### src/rtl/pipe_pkg.sv
// Shared pipeline-stage definitions: occupancy state encoding and
// per-boundary payload widths/field offsets used to pack stage payloads.
package pipe_pkg;

  typedef enum logic [1:0] {
    EMPTY = 2'd0,
    ONE   = 2'd1,
    FULL  = 2'd2
  } pipe_state_e;

  localparam int unsigned XLEN   = 32;
  localparam int unsigned REG_W  = 5;

  // ID/EX payload, fields packed LSB first
  localparam int unsigned IDEX_PC_OFF     = 0;
  localparam int unsigned IDEX_RS1_OFF    = IDEX_PC_OFF + XLEN;
  localparam int unsigned IDEX_RS2_OFF    = IDEX_RS1_OFF + XLEN;
  localparam int unsigned IDEX_IMM_OFF    = IDEX_RS2_OFF + XLEN;
  localparam int unsigned IDEX_RD_OFF     = IDEX_IMM_OFF + XLEN;
  localparam int unsigned IDEX_ALUOP_OFF  = IDEX_RD_OFF + REG_W;
  localparam int unsigned IDEX_ALUOP_W    = 4;
  localparam int unsigned IDEX_CTRL_OFF   = IDEX_ALUOP_OFF + IDEX_ALUOP_W;
  localparam int unsigned IDEX_CTRL_W     = 8;
  localparam int unsigned IDEX_W          = IDEX_CTRL_OFF + IDEX_CTRL_W;

  // EX/MEM payload
  localparam int unsigned EXMEM_PC_OFF    = 0;
  localparam int unsigned EXMEM_ALU_OFF   = EXMEM_PC_OFF + XLEN;
  localparam int unsigned EXMEM_STD_OFF   = EXMEM_ALU_OFF + XLEN;
  localparam int unsigned EXMEM_RD_OFF    = EXMEM_STD_OFF + XLEN;
  localparam int unsigned EXMEM_CTRL_OFF  = EXMEM_RD_OFF + REG_W;
  localparam int unsigned EXMEM_CTRL_W    = 8;
  localparam int unsigned EXMEM_W         = EXMEM_CTRL_OFF + EXMEM_CTRL_W;

  // MEM/WB payload
  localparam int unsigned MEMWB_RES_OFF   = 0;
  localparam int unsigned MEMWB_RD_OFF    = MEMWB_RES_OFF + XLEN;
  localparam int unsigned MEMWB_CTRL_OFF  = MEMWB_RD_OFF + REG_W;
  localparam int unsigned MEMWB_CTRL_W    = 4;
  localparam int unsigned MEMWB_W         = MEMWB_CTRL_OFF + MEMWB_CTRL_W;

  // The state encoding doubles as the held-beat count.
  function automatic logic [1:0] occ_of(input pipe_state_e s);
    return 2'(s);
  endfunction

endpackage

### src/rtl/pipe_stat_ctr.sv
// Saturating up-counter with enable; clears only on asynchronous reset.
module pipe_stat_ctr #(
  parameter int unsigned W = 32
) (
  input  logic         clk,
  input  logic         reset,
  input  logic         en,
  output logic [W-1:0] count
);

  always_ff @(posedge clk or negedge reset) begin
    if (!reset) begin
      count <= '0;
    end else if (en && (count != '1)) begin
      count <= count + 1'b1;
    end
  end

endmodule

### src/rtl/pipe_stage_skid.sv
// Handshaked pipeline-stage register with one-entry skid buffer and flush.
// Optional saturating stall/flush counters under PIPE_STAGE_SKID_STATS_EN.
module pipe_stage_skid
  import pipe_pkg::*;
#(
  parameter int unsigned       DATA_W    = 128,
  parameter logic [DATA_W-1:0] RESET_VAL = '0,
  parameter int unsigned       STAT_W    = 32
) (
  input  logic              clk,
  input  logic              reset,
  input  logic              flush,
  input  logic              in_valid,
  output logic              in_ready,
  input  logic [DATA_W-1:0] in_data,
  output logic              out_valid,
  input  logic              out_ready,
  output logic [DATA_W-1:0] out_data,
  output logic [1:0]        occupancy
`ifdef PIPE_STAGE_SKID_STATS_EN
  ,
  output logic [STAT_W-1:0] stall_cycles,
  output logic [STAT_W-1:0] flush_count
`endif
);

  pipe_state_e       state_q, state_d;
  logic [DATA_W-1:0] main_q, skid_q;
  logic              in_fire, out_fire;
  logic              load_main, main_from_skid, load_skid;

  // in_ready depends on registered state only, so stalls break here.
  assign in_ready  = (state_q != FULL);
  assign out_valid = (state_q != EMPTY);
  assign out_data  = main_q;
  assign occupancy = occ_of(state_q);

  assign in_fire  = in_valid & in_ready;
  assign out_fire = out_valid & out_ready;

  always_comb begin
    state_d        = state_q;
    load_main      = 1'b0;
    main_from_skid = 1'b0;
    load_skid      = 1'b0;
    unique case (state_q)
      EMPTY: begin
        if (in_fire) begin
          state_d   = ONE;
          load_main = 1'b1;
        end
      end
      ONE: begin
        unique case ({in_fire, out_fire})
          2'b11: load_main = 1'b1;
          2'b10: begin
            state_d   = FULL;
            load_skid = 1'b1;
          end
          2'b01: state_d = EMPTY;
          default: state_d = ONE;
        endcase
      end
      FULL: begin
        if (out_fire) begin
          state_d        = ONE;
          load_main      = 1'b1;
          main_from_skid = 1'b1;
        end
      end
      default: state_d = EMPTY;
    endcase
  end

  always_ff @(posedge clk or negedge reset) begin
    if (!reset) begin
      state_q <= EMPTY;
      main_q  <= RESET_VAL;
      skid_q  <= RESET_VAL;
    end else if (flush) begin
      state_q <= EMPTY;
      main_q  <= RESET_VAL;
      skid_q  <= RESET_VAL;
    end else begin
      state_q <= state_d;
      if (load_main) begin
        main_q <= main_from_skid ? skid_q : in_data;
      end
      if (load_skid) begin
        skid_q <= in_data;
      end
    end
  end

`ifdef PIPE_STAGE_SKID_STATS_EN
  pipe_stat_ctr #(.W(STAT_W)) u_stall_ctr (
    .clk   (clk),
    .reset (reset),
    .en    (out_valid & ~out_ready),
    .count (stall_cycles)
  );

  pipe_stat_ctr #(.W(STAT_W)) u_flush_ctr (
    .clk   (clk),
    .reset (reset),
    .en    (flush & (state_q != EMPTY)),
    .count (flush_count)
  );
`endif

endmodule
### config.mk
export PLATFORM = sky130hd
export DESIGN_NAME = pipe_stage_skid
export DESIGN_NICKNAME = d
export VERILOG_FILES = /design/src/rtl/pipe_pkg.sv /design/src/rtl/pipe_stat_ctr.sv /design/src/rtl/pipe_stage_skid.sv
export SDC_FILE = /design/constraint.sdc
export NUM_CORES = 1
export LEC_CHECK = 0
export BUFFER_PORTS_ARGS = -buffer_cell sky130_fd_sc_hd__buf_2
export CAP_MARGIN = 25
export CORE_UTILIZATION = 55
export CTS_CLUSTER_DIAMETER = 120
export DETAILED_ROUTE_END_ITERATION = 10
export GPL_TIMING_DRIVEN = 0
export MAX_ROUTING_LAYER = met4
export PLACE_DENSITY_LB_ADDON = 0.2
export SLEW_MARGIN = 20
export SYNTH_ARGS = -nofsm -noshare
export SYNTH_HDL_FRONTEND = slang
export SYNTH_SLANG_ARGS = --single-unit
### constraint.sdc
create_clock -name clk -period 1.85 [get_ports clk]
set_clock_uncertainty 0.05 [all_clocks]
set_input_delay 0.2775 -clock clk [delete_from_list [all_inputs] [get_ports clk]]
set_output_delay 0.2775 -clock clk [all_outputs]
set_load 0.01 [all_outputs]
---- Word-level counts from Yosys, hierarchy flattened ----
Cells that the tools add are included.
cells by class
  add/subtract/negate cells ............... 0
  $mul .................................... 0
  div/mod/pow operators ................... 0
  order comparisons ....................... 0
  equal/unequal tests ..................... 9
  shift-type cells ........................ 0
  mux-type cells .......................... 17
  bitwise operators ....................... 2
  reduce and logical (&&, ||, !) cells .... 5
operators with widths
  kind                                                  number
  2-to-1 mux 128 bit                                    5
  one-hot mux 2 bit (3 select lines)                    2
  != test 3 bit (second input constant)                 3
  equality test 2 bit (second input constant)           3
  2-to-1 mux 1 bit                                      6
  2-to-1 mux 2 bit                                      3
  nonzero test 2 bit                                    3
  equality test 2 x 1 -> 1 bit (second input constant)  2
  one-hot mux 1 bit (3 select lines)                    1
  AND reduction 3 bit                                   1
  bitwise AND 1 bit                                     2
  logical NOT 2 bit                                     1
  != test 2 bit (second input constant)                 1
storage, ports and cells
  flip-flop bits (word level) ............. 258
  latch bits .............................. 0
  bits in writable memories ............... 0
  bits in read-only memories .............. 0
  bits of input ports ..................... 133
  logic and storage cells ................. 36
  memories ................................ 0

---- Longest topological paths before layout ----
Gate-level depths: netlist of the first run.
  word-level depth ........................ 7
  gate-level depth with buffers ........... 6
  mapped depth without buffers ............ 6

---- Least setup slack after synthesis of the first run ----
Ideal clock, no wire load.
  kind .................................... register to register
  start ................................... register state_q[0] (netlist: occupancy[0])
  end ..................................... register state_q[0] (netlist: occupancy[0])
  arrival time ............................ 1.417 ns
  data required time ...................... 1.681 ns
  setup slack ............................. 0.264 ns
  stages on the path, launching flop included .. 7
  buffers on the path ..................... 0
  period minus slack after synthesis ...... 1.586 ns
  cell sequence ........................... dfrtp_1 > nand2b_1 > and2_1 > ha_1 > nand2_1 > a21oi_1 > o21a_1
between the ends
  word-level cells in the longest chain between the ends .. 6
  elaborated cells on any way between the ends .. 17
  those cells by class .................... eq/ne (9); mux (3); bitwise (2); reduce/logical (3)
RTL lines
  what                                                                 RTL line               RTL
  start: declaration                                                   pipe_stage_skid.sv:27  pipe_state_e state_q, state_d;
  start signal: assignment                                             pipe_stage_skid.sv:85  state_q <= state_d;
  != test 2 bit *                                                      pipe_stage_skid.sv:33  assign in_ready = (state_q != FULL);
  named net in_ready                                                   pipe_stage_skid.sv:14  output logic in_ready,
  bitwise AND 1 bit *                                                  pipe_stage_skid.sv:38  assign in_fire = in_valid & in_ready;
  equality test 2 x 1 -> 1 bit or equality test 2 bit (tied branches)  pipe_stage_skid.sv:54  unique case ({in_fire, out_fire})
  one-hot mux 2 bit (3 select lines)                                   pipe_stage_skid.sv:54
  one-hot mux 2 bit (3 select lines)                                   pipe_stage_skid.sv:46  unique case (state_q)
  2-to-1 mux 2 bit                                                     pipe_stage_skid.sv:80  end else if (flush) begin
The timed path passes the listed nets; every way through them passes the cells marked *.
A chain may end at the register's enable or synchronous reset.

---- Worst setup path after layout of the first run ----
  start ................................... register state_q[1] (netlist: occupancy[1])
  end ..................................... register main_q[80] (netlist: out_data[80])
between the ends
  word-level cells in the longest chain between the ends .. 7
  elaborated cells on any way between the ends .. 17
  those cells by class .................... eq/ne (4); mux (8); bitwise (2); reduce/logical (3)
RTL lines
  what                                                                        RTL line               RTL
  branches (longest 7 deep; another with one-hot mux 1 bit (3 select lines))  n/a
  end signal: assignment                                                      pipe_stage_skid.sv:87  main_q <= main_from_skid ? skid_q : in_data;
  end: declaration                                                            pipe_stage_skid.sv:28  logic [DATA_W-1:0] main_q, skid_q;
Parallel ways; which one is timed is not known. The select of a mux whose other input is x is not followed.

==> run metrics, run 1 <==
Final Hold Viols 0; minimum clock period 1.822 ns; hold path startpoint out_ready; internal power between 10000 and 15000 uW; largest net degree at the start of global routing 86; Max Root-Sink Buffers 3; # setup viols final 0; vias per inst 6.163; Synth cell types 25; leading area contributor after synthesis dfrtp_1; status complete, but fails checks; Slew headroom 0.4658; first-pass GRT wire length approximately 57000 um; 1st-iter DRT viols 619; sequential share of power 0.414; CP Capture Type register; initial antenna violation count 1; CTS buffer count 28; Mapped Area 12380 sq um; Placed Instances 1466; vias in the first global route 10360; Seq/Total Area, Yosys 0.5214; clock tree sinks around 260; CP startpoint occupancy[1]; yosys warns 0; Worst R2R Setup Slack between 0.02 and 0.03 ns; arrival time at the worst endpoint 2.17 ns; Clock power frac 0.439; Clock transition at path regs ~0.06 ns; worst r2r dst out_data[80]; WL per Instance 21.66 um; maximum vdd ir drop between 0.7 and 0.8 mV; CP max-delay cell dfrtp_2; top post-synthesis cells by area dfrtp_1, o31ai_2, mux2i_1; DRT antenna net count 0; count leader, synth dfrtp_1; # Max-Cap Violations 0; CTS H-tree depth 1; Worst EP required 2.19 ns; Top FF cell, synth dfrtp_1; fill count between 1000 and 1500; layout cells sized above 1 0.3978; post-route insts no fill approximately 1600; Static Leak 0.008649 uW; Die X 152.0 um; Startpoint Class register; Root Driver clkbuf_16; CTS tree done; Gate Count Post-Synth between 900 and 1000; GRT Util Overall 0.3153; FP Rows 54; Worst-Margin Slew between 0.8 and 0.9 ns; switching share of total power 0.2564; number of synthesized flops with an enable pin 0; area grow syn2layout 34.43%; die span in y ~150 um; crit share post-route 0.9851; NetSw 3796 uW; port buffer count 263; core area 21960 sq um; cells along the critical path nand2b_1, buf_2, buf_4, clkbuf_2, o2111ai_1, o31ai_2; vias 10140; CP endpoint out_data[80]; RSZ-0062 raised after global routing true; kind of critical path register to register; Worst Reg-to-Reg Cells 6; Fmax 0.5487 GHz; Critical R2R Launch occupancy[1]; Pwr per Cell Area 889.4 nW/um^2; hold slack 0.05033 ns; Mean Syn Cell Area 13.46 sq um; I/O pins 265; fraction of registers with async set/reset 1.000; total congestion overflow 0; Hold WC Path Type input port to register; Max Transition Viols Final 0; initial core utilization 0.5639; Total Power between 10000 and 15000 uW; Die ar. 23120 sq um; router iterations before antenna repair 7; HPWL Detailed about 22000 um; DRT Wirelength 35650 um; Gate power share 0.147; Syn Nets 1054; Synth Register Bits about 260; GPL Wtd Cong 0.7906; DRC violations left 29; Worst Path Max Fanout 10; # nets final ~1500; worst skew pair latency 0.54 ns; failing checks DRC; Crit path largest cell delay 0.48 ns; Synth top area share 0.5214; most frequent cells after synthesis dfrtp_1, a22o_1, mux2i_1, o2111ai_1, o31ai_2; post-CTS setup buffers 0
logic make-up (layout without fill, tap and decap cells):
kind of cell	Yosys count	in the layout	synth area share
AND/OR/NAND/NOR	13	13	0.006972
adder cells (fa/ha/maj)	1	1	0.001010
buffers and inverters	130	575	0.05699
flip-flops	258	258	0.5214
AO/OA/AOI/OAI	390	390	0.3101
multiplexers	128	128	0.1035
other	0	1	0
placed cells by master, fill, tap and decap left out, types with 4 or more instances in the layout:
cell,n
clkbuf_8,8
clkbuf_4,10
nand2_1,4
buf_4,23
buf_6,15
bufinv_16,7
clkbuf_2,23
clkinv_2,5
buf_2,282
clkbuf_1,37
mux2i_1,128
o2111ai_2,9
clkbuf_16,29
dfrtp_1,256
dlygate4sd3_1,129
o2111ai_1,119
o31ai_2,120
o31ai_1,8
a22o_1,128
layer usage:
metal / track usage / share of wire / vias up
met1: 0.4311 / 0.44 / 5121
met2: 0.4837 / 0.47 / 356
met4: 0.1054 / 0.033 / 0
li1: - / - / 4583
met3: 0.04877 / 0.059 / 84
met5: - / 0 / -
worst max-delay path, delay by kind of cell, from the launching register on:
| kind | cells | cell delay (ns) |
|---|---|---|
| buffers and inverters | 3 | 0.61 |
| flip-flops | 1 | 0.48 |
| AO/OA/AOI/OAI | 2 | 0.38 |
| AND/OR/NAND/NOR | 1 | 0.16 |
timing repair:
item	in CTS	in global routing
endpoints found under the hold margin	181	0
endpoints found under the setup margin	213	125
gates resized for setup	22	46
gates cloned	0	0
hold buffers	129	0
sequential cells by signal, indices dropped and copies added, names as in the netlist:
register,flops
occupancy,2
out_data,128
skid_q,128
per-stage QoR:
stage,TNS (ns),util,instance area (sq um),setup slack (ns)
finish,0,0.7580,16640,0.02751
global route,-0.03100,0.7580,16640,-0.02821
CTS,0,0.7538,16550,0.02218
detailed placement,-21.17,0.6440,14140,-0.2138
floorplan,0,-,12380,0.2644
global placement,-1126.36,0.6398,14050,-4.326
power groups by stage:
stage	registers [uW]	logic [uW]	clock network [uW]
floorplan	6290	986	0
global placement	6210	1860	0
detailed placement	6220	1920	0
CTS	6120	2150	6540
global route	6160	2330	6790
finish	6130	2180	6500
area by class of cell:
class / instances / area (sq um) / share of cell area
plain buffers: 126 / 763.2 / 0.04585
flip-flops and latches: 258 / 6459 / 0.3880
clock buffers: 39 / 843.3 / 0.05067
clock inverters: 13 / 242.7 / 0.01458
inverters: 2 / 7.507 / 0.0004510
diodes: 1 / 2.502 / 0.0001503
well taps: 280 / 350.3 / 0.02105
multi-input cells: 532 / 5276 / 0.3170
repair buffers: 395 / 2700 / 0.1622
how the worst min path moves through the flow:
stage	cells after the start	slack, ns	endpoint
2_1_floorplan	0	-0.07	occupancy[0]
3_3_place_gp	1	0.44	skid_q[16]
3_5_place_dp	1	0.17	skid_q[91]
4_1_cts	3	0.04	occupancy[1]
5_1_grt	3	0.07	occupancy[1]
6_report	3	0.05	occupancy[1]
(Power assumes the default switching activity.)
==> run 2: changes to the inputs <==
--- a/config.mk
+++ b/config.mk
@@ -7,7 +7,8 @@
 export LEC_CHECK = 0
 export BUFFER_PORTS_ARGS = -buffer_cell sky130_fd_sc_hd__buf_2
 export CAP_MARGIN = 25
-export CORE_UTILIZATION = 55
+export CORE_UTILIZATION = 57
+export CTS_BUF_LIST = sky130_fd_sc_hd__clkbuf_8
 export CTS_CLUSTER_DIAMETER = 120
 export DETAILED_ROUTE_END_ITERATION = 10
 export GPL_TIMING_DRIVEN = 0
==> run metrics, run 2 (synthesized netlist as in run 1, its figures left out) <==
status complete, no violations (was complete, but fails checks); Final Hold Viols 0 (unchanged); port buffer count 263 (unchanged); GPL Wtd Cong 0.8133 (was 0.7906); setup_tns 0 ns (unchanged); most common cell after layout, fill and taps aside buf_2 (unchanged); Worst-Margin Slew 0.8230 ns (was 0.8013 ns); RSZ-0062 raised after global routing true (unchanged); most frequent cells in the layout buf_2, dfrtp_1, dlygate4sd3_1 (unchanged); Max Transition Viols Final 0 (unchanged); layout cells sized above 1 0.4088 (was 0.3978); first-pass GRT wire length 56850 um (was 56550 um); # setup viols final 0 (unchanged); Clock transition at path regs 0.06 ns (about the same); Hold WC Path Type input port to register (unchanged); HPWL Detailed 22600 um (was 22470 um); vias in the first global route 10480 (was 10360); # nets final 1494 (was 1477); Fmax 0.5490 GHz (was 0.5487 GHz); DRT antenna net count 0 (unchanged); cells along the critical path or2_2, buf_2 (was nand2b_1, buf_2, buf_4, clkbuf_2, o2111ai_1, o31ai_2); crit share post-route 0.9846 (was 0.9851); initial antenna violation count 1 (unchanged); Die ar. 22320 sq um (was 23120 sq um); Worst Path Max Fanout 8 (was 10); Startpoint Class register (unchanged); Crit path largest cell delay 0.47 ns (was 0.48 ns); DRT Wirelength 36620 um (was 35650 um); core area 21150 sq um (was 21960 sq um); Root Driver clkbuf_8 (was clkbuf_16); internal power 9958 uW (was 11010 uW); GRT Util Overall 0.3355 (was 0.3153); DRC violations left 0 (was 29); largest net degree at the start of global routing 91 (was 86); clock tree sinks 258 (unchanged); Pwr per Cell Area 837.1 nW/um^2 (was 889.4 nW/um^2); Gate power share 0.159 (was 0.147); router iterations before antenna repair 7 (unchanged); WL per Instance 21.94 um (was 21.66 um); post-CTS setup buffers 0 (unchanged); worst skew pair latency 0.54 ns (about the same); area grow syn2layout 33.46% (was 34.43%); sequential share of power 0.443 (was 0.414); switching share of total power 0.2801 (was 0.2564); FP Rows 53 (was 54); total congestion overflow 0 (unchanged); NetSw 3874 uW (was 3796 uW); 1st-iter DRT viols 676 (was 619); vias 10330 (was 10140); Clock power frac 0.398 (was 0.439); kind of critical path register to primary output (was register to register); Total Power 13830 uW (was 14800 uW); minimum clock period 1.821 ns (was 1.822 ns); CP max-delay cell dfrtp_2 (unchanged); # Max-Cap Violations 0 (unchanged); initial core utilization 0.5853 (was 0.5639); CTS tree done (unchanged); hold slack 0.05626 ns (was 0.05033 ns); Slew headroom 0.4513 (was 0.4658); Worst EP required 1.52 ns (was 2.19 ns); CTS H-tree depth 2 (was 1); maximum vdd ir drop 0.6847 mV (was 0.7225 mV); Static Leak 0.008651 uW (was 0.008649 uW); Die X 149.4 um (was 152.0 um); arrival time at the worst endpoint 1.49 ns (was 2.17 ns); Max Root-Sink Buffers 3 (unchanged); die span in y 149.4 um (was 152.0 um); CP Capture Type primary output (was register); I/O pins 265 (unchanged); vias per inst 6.190 (was 6.163); CTS buffer count 44 (was 28)
## run 2: cell types whose count changed in the layout (fill, tap and decap cells not counted), sizes merged
cell | previous run | this run
buf | 324 | 327
bufinv | 7 | 2
clkbuf | 107 | 124
clkinv | 5 | 9
clkinvlp | 1 | 0
diode | 1 | 2
inv | 2 | 11
## run 2: power by group through the flow
| stage | clock [uW] | sequential (uW) | combinational, uW |
|---|---|---|---|
| floorplan | 0 | 6290 | 986 |
| global placement | 0 | 6210 | 1860 |
| detailed placement | 0 | 6210 | 1920 |
| CTS | 5540 | 6120 | 2160 |
| global route | 5810 | 6150 | 2360 |
| finish | 5500 | 6130 | 2200 |
## run 2: final cells by class
type | count | area, sq um
multi-input combinational | 532 | 5290
buffer | 127 | 778.2
antenna | 2 | 5.005
clock inverter | 20 | 142.6
clock buffer | 58 | 798.3
fill | 1333 | 4629
sequential | 258 | 6459
inverter | 2 | 7.507
timing repair buffer | 395 | 2700
tap | 275 | 344.1
## run 2: routing by layer
metal / wire length [um] / global-route usage / up-vias
li1: - / - / 4636
met1: 15550 / 0.4441 / 5184
met2: 17460 / 0.5132 / 412
met3: 2472 / 0.06667 / 99
met4: 1130 / 0.1214 / 0
met5: 0 / - / -
## run 2: what timing repair did
action,in CTS,in global routing
cloned,0,0
endpoints found under the setup margin,167,207
hold buffers,129,0
resized for setup,24,53
hold endpoints to repair,238,0
## run 2: worst paths after layout
| path | startpoint | endpoint | slack, ns | cells after the start |
|---|---|---|---|---|
| max in group asynchronous | reset | out_data[63] | 0.50 | 4 |
| min in group asynchronous | reset | skid_q[93] | 0.10 | 2 |
| worst min-delay path | out_ready | occupancy[1] | 0.06 | 3 |
| worst max-delay path | occupancy[1] | out_valid | 0.03 | 2 |
| worst max register to register | occupancy[1] | skid_q[40] | 0.05 | 6 |
| worst min register to register | skid_q[111] | skid_q[111] | 0.45 | 1 |
## run 2: through the flow
stage / area (sq um) / cells / util / worst slack, ns
2_1_floorplan: 12380 / 920 / - / 0.2644
3_3_place_gp: 14040 / 1458 / 0.6638 / -4.290
3_5_place_dp: 14130 / 1461 / 0.6682 / -0.2081
4_1_cts: 16410 / 1668 / 0.7758 / 0.007388
5_1_grt: 16520 / 1668 / 0.7810 / -0.05490
6_report: 16520 / 1669 / 0.7812 / 0.02852
## run 2: worst max-delay path: cells and delay by family, from the launching register on
family / cells / cell delay, ns
flops: 1 / 0.47
simple gates: 1 / 0.34
buf+inv: 1 / 0.15
